===== config.mk =====
export PLATFORM = sky130hd
export DESIGN_NAME = main_deco
export DESIGN_NICKNAME = d
export VERILOG_FILES = /design/src/rtl/main_deco_pkg.sv /design/src/rtl/main_deco_comb.sv /design/src/rtl/main_deco.sv
export SDC_FILE = /design/constraint.sdc
export NUM_CORES = 1
export LEC_CHECK = 0
export ABC_AREA = 1
export CAP_MARGIN = 25
export CORE_AREA = 3 3 40 42
export CTS_CLUSTER_SIZE = 14
export DETAILED_ROUTE_END_ITERATION = 10
export DIE_AREA = 0 0 43 45
export GPL_TIMING_DRIVEN = 1
export PLACE_DENSITY_LB_ADDON = 0.12
export RECOVER_POWER = 100
export SYNTH_ARGS = -nofsm -noshare
export SYNTH_HDL_FRONTEND = slang
export SYNTH_HIERARCHICAL = 1
export SYNTH_SLANG_ARGS = --single-unit

===== constraint.sdc =====
create_clock -name clk -period 0.82 [get_ports clk]
set_clock_uncertainty 0.2 [all_clocks]
set_input_delay 0.123 -clock clk [delete_from_list [all_inputs] [get_ports clk]]
set_output_delay 0.123 -clock clk [all_outputs]
set_load 0.01 [all_outputs]

===== src/rtl/main_deco_pkg.sv =====
// Shared RV32I decode constants and the control-word layout used by the main decoder.
package rv32iPkg;

    localparam logic [6:0] OP_LOAD   = 7'b0000011;
    localparam logic [6:0] OP_STORE  = 7'b0100011;
    localparam logic [6:0] OP_RTYPE  = 7'b0110011;
    localparam logic [6:0] OP_BRANCH = 7'b1100011;
    localparam logic [6:0] OP_ITYPE  = 7'b0010011;
    localparam logic [6:0] OP_JAL    = 7'b1101111;
    localparam logic [6:0] OP_JALR   = 7'b1100111;

    localparam logic [1:0] RES_ALU = 2'b00;
    localparam logic [1:0] RES_MEM = 2'b01;
    localparam logic [1:0] RES_PC4 = 2'b10;

    localparam logic [1:0] IMM_I = 2'b00;
    localparam logic [1:0] IMM_S = 2'b01;
    localparam logic [1:0] IMM_B = 2'b10;
    localparam logic [1:0] IMM_J = 2'b11;

    localparam logic [1:0] ALUOP_ADD   = 2'b00;
    localparam logic [1:0] ALUOP_SUB   = 2'b01;
    localparam logic [1:0] ALUOP_FUNCT = 2'b10;

    typedef struct packed {
        logic       regWrite;
        logic [1:0] immSrc;
        logic       aluSrc;
        logic       memWrite;
        logic [1:0] resSrc;
        logic       branch;
        logic [1:0] aluOp;
        logic       jump;
        logic       illegal;
    } ctrlWord_t;

    localparam int        CTRL_W   = $bits(ctrlWord_t);
    localparam ctrlWord_t CTRL_NOP = '0;

endpackage


===== src/rtl/main_deco_comb.sv =====
// Combinational opcode-to-control-word table; anything unrecognised (including X/Z)
// falls to the default branch and yields an all-zero word flagged illegal.
module mainDecoComb
    import rv32iPkg::*;
(
    input  logic [6:0]        op,
    output logic [CTRL_W-1:0] ctrl
);

    ctrlWord_t word;

    always_comb begin
        word = CTRL_NOP;
        case (op)
            OP_LOAD: begin
                word.regWrite = 1'b1;
                word.immSrc   = IMM_I;
                word.aluSrc   = 1'b1;
                word.resSrc   = RES_MEM;
                word.aluOp    = ALUOP_ADD;
            end
            OP_STORE: begin
                word.immSrc   = IMM_S;
                word.aluSrc   = 1'b1;
                word.memWrite = 1'b1;
                word.aluOp    = ALUOP_ADD;
            end
            OP_RTYPE: begin
                word.regWrite = 1'b1;
                word.resSrc   = RES_ALU;
                word.aluOp    = ALUOP_FUNCT;
            end
            OP_BRANCH: begin
                word.immSrc   = IMM_B;
                word.branch   = 1'b1;
                word.aluOp    = ALUOP_SUB;
            end
            OP_ITYPE: begin
                word.regWrite = 1'b1;
                word.immSrc   = IMM_I;
                word.aluSrc   = 1'b1;
                word.aluOp    = ALUOP_FUNCT;
            end
            OP_JAL: begin
                word.regWrite = 1'b1;
                word.immSrc   = IMM_J;
                word.resSrc   = RES_PC4;
                word.jump     = 1'b1;
            end
            OP_JALR: begin
                word.regWrite = 1'b1;
                word.immSrc   = IMM_I;
                word.aluSrc   = 1'b1;
                word.resSrc   = RES_PC4;
                word.jump     = 1'b1;
            end
            default: begin
                word.illegal  = 1'b1;
            end
        endcase
    end

    assign ctrl = word;

endmodule


===== src/rtl/main_deco.sv =====
// RV32I main control decoder: registers the decoded control word so every output
// comes straight from a flop; reset forces the NOP word (illegal=0).
module main_deco
    import rv32iPkg::*;
(
    input  logic       clk,
    input  logic       rstN,
    input  logic [6:0] op,
    output logic       branch,
    output logic       jump,
    output logic [1:0] resSrc,
    output logic       memWrite,
    output logic       aluSrc,
    output logic [1:0] immSrc,
    output logic       regWrite,
    output logic [1:0] aluOp,
    output logic       illegal
);

    logic [CTRL_W-1:0] ctrlD;
    ctrlWord_t         ctrlQ;

    mainDecoComb uDecoComb (
        .op   (op),
        .ctrl (ctrlD)
    );

    always_ff @(posedge clk or negedge rstN) begin
        if (!rstN) begin
            ctrlQ <= CTRL_NOP;
        end else begin
            ctrlQ <= ctrlWord_t'(ctrlD);
        end
    end

    assign regWrite = ctrlQ.regWrite;
    assign immSrc   = ctrlQ.immSrc;
    assign aluSrc   = ctrlQ.aluSrc;
    assign memWrite = ctrlQ.memWrite;
    assign resSrc   = ctrlQ.resSrc;
    assign branch   = ctrlQ.branch;
    assign aluOp    = ctrlQ.aluOp;
    assign jump     = ctrlQ.jump;
    assign illegal  = ctrlQ.illegal;

endmodule


==> results_dict.tcl, run 1 <==
set metrics [dict create \
    cts_tree "done" \
    cp-end-kind "output pin" \
    ys_ff_latch 12 \
    track_usage_pct 10.9 \
    cp_data_arrival_time_ps 750 \
    dp.cells 90 \
    first_pass_iters 2 \
    syn-cell-area_um2 493 \
    start_util_pct 38.4 \
    cts_buffer_depth 2 \
    core_area_um2 1280 \
    ys_top_cells_by_area "dfrtp_1 (61%), inv_1 (7.6%), nand2_1 (6.1%), nor2_1 (3.8%), nor2_2 (3.8%)" \
    setup_viol 15 \
    fin_area_um2 696 \
    violations "setup timing" \
    layout-drive-gt1-share_pct 55.7 \
    final.period_utilization_pct 131 \
    synth.distinct_cells 15 \
    grt_max_degree 13 \
    cts.reportedPaths.clkPinSlew_ps 60 \
    h-tree-depth 1 \
    via_count 401 \
    grt_pass1_vias 392 \
    wl_um 864 \
    nets 90 \
    ys_seq_area_share_pct 60.9 \
    grt_pass1_wl_um 1590 \
    synthesis.nets 59 \
    final.setup.tns_ps -2960 \
    dpl-instance-area_um2 785 \
    synth_top_cells_by_count "dfrtp_1 (12), inv_1 (10), nand2_1 (8), nor2_1 (5)" \
    drt-wirelength-per-cell_um 9.19 \
    synth_edf_count 0 \
    power.leakage_nw 0.448 \
    routabilityCongestion 0.704 \
    cellPowerDensity_nw_per_um2 1480 \
    drt-initial-drc-count 5 \
    die_w_um 43 \
    io_pins 21 \
    antenna_cells 0 \
    placementRows 13 \
    hold_path_depth 4 \
    fin_cells 94 \
    cts-root-buf "clkbuf_4" \
    avgSynthCellArea_um2 9.86 \
    drv_cap 0 \
    ant_nets 0 \
    numCtsBuffers 3 \
    grt_overflow_total 0 \
    post-dp-hpwl_um 766 \
    crit_buf_inv 1 \
    netlist_instances 50 \
    cp_data_required_time_ps 500 \
    rsz0062_at_grt "yes" \
    slew_violations 0 \
    cpMaxStageDelayCell "dfrtp_1" \
    drc_errors 0 \
    status "complete, but fails checks" \
    synthArstFlopShare_pct 100 \
    cts.sinks 12 \
    report.final.hold_viol_count 0 \
    cp_max_fo 1 \
    yosysMostFrequentCell "dfrtp_1" \
    total_power_mw 1.03 \
    portBuffers 20 \
    antenna_found_initial 0 \
    dieArea_um2 1940 \
    worst-path-stages 1 \
    relSlewSlack_pct 81.7 \
    max_stage_delay_ps 360 \
    vdd_drop_max_v 0.000668 \
    ys.flop_type "dfrtp_1" \
    worstPathCellList "buf_2" \
    finalWorstSetupSlack_ps -254 \
    tightest_slew_ps 272 \
    via_per_inst 4.27 \
    startpoint_type "flip-flop" \
    yosys_warnings 6 \
    hold_class "in2reg" \
    syn2layout_area_growth_pct 41.1 \
    path_delay_family "flip-flops" \
    synth_top_area_cell "dfrtp_1" \
    crit_type "reg2out" \
    period_minus_slack_ps 1070 \
    die-height_um 45 \
    synth_top_area_share_pct 60.9 \
    fmax_mhz 931 \
]
final timing paths:
kind | from | end | slack (ps)
min | op[3] | aluSrc$_DFF_PN0_ | 20
max in group asynchronous | rstN | aluOp[0]$_DFF_PN0_ | 130
max | branch$_DFF_PN0_ | branch | -250
min in group asynchronous | rstN | resSrc[1]$_DFF_PN0_ | 80
per-stage QoR:
stage | util (%) | setup WS (ps) | hold WS (ps)
final | 54.1 | -254 | 21.9
after global routing | 54.1 | -293 | 42.6
after CTS | 57.9 | -270 | -8.11
after detailed placement | 61.1 | -653 | 266
after global placement | 61.1 | -630 | 266
after floorplan | - | -53.7 | -373
flip-flops by register name, summed over array words and instances, names as in the netlist:
signal / flops
aluOp: 2
aluSrc: 1
branch: 1
illegal: 1
immSrc: 2
jump: 1
memWrite: 1
regWrite: 1
resSrc: 2
cells by family (layout without fill, tap and decap cells):
| logic type | count (synthesis) | count (layout) | synth area share (%) |
|---|---|---|---|
| and+or+nand+nor | 24 | 24 | 25.4 |
| DFF | 12 | 12 | 60.9 |
| buffers and inverters | 11 | 40 | 9.14 |
| AOI/OAI and AO/OA | 3 | 3 | 4.57 |
placed cells by master (no fill, tap or decap):
| master | n |
|---|---|
| o21ai_0 | 1 |
| a21o_2 | 1 |
| inv_1 | 5 |
| buf_2 | 18 |
| nor2_2 | 3 |
| nand4_1 | 1 |
| clkbuf_4 | 3 |
| nor2_4 | 1 |
| clkbuf_2 | 2 |
| o21ai_1 | 1 |
| buf_4 | 6 |
| inv_2 | 4 |
| nand2_1 | 9 |
| inv_4 | 1 |
| dlygate4sd3_1 | 1 |
| nand2_4 | 1 |
| dfrtp_1 | 12 |
| nor2_1 | 4 |
| or2_4 | 1 |
| nand3_1 | 1 |
| nand3_2 | 3 |
area by class of cell:
cell class	instances	area, µm²
Clock buffer	3	22.5
Timing Repair Buffer	27	155
Fill cell	147	589
Tap cell	15	18.8
Multi-Input combinational cell	27	159
Sequential cell	12	300
Inverter	10	40.0
per-layer routing:
metal | track usage, % | part of all wire (%)
met3 | 2.79 | 11
met2 | 19.2 | 50
met1 | 12.5 | 40
met4 | 5.42 | 0
met5 | 0 | 0
power breakdown:
| part | switching (mW) | internal [mW] | total (mW) | leakage (nW) |
|---|---|---|---|---|
| logic | 0.0647 | 0.0484 | 0.113 | 0.273 |
| clock network | 0.145 | 0.168 | 0.314 | 0.0138 |
| registers | 0.00153 | 0.600 | 0.601 | 0.162 |
repair_timing:
item / CTS / global route
pin swaps: 11 / 2
cloned: 0 / 0
resized for setup: 81 / 1
endpoints found under the setup margin: 24 / 17
endpoints found under the hold margin: 12 / 6
setup buffers: 1 / 0
Power figures use the tool's default switching activity.
==> inputs of run 2 (changes only) <==
Settings changed: CTS_CLUSTER_SIZE 14 to 20.
==> results of run 2 <==
Same layout as run 1: the final DEF is identical, and so are final timing and power.
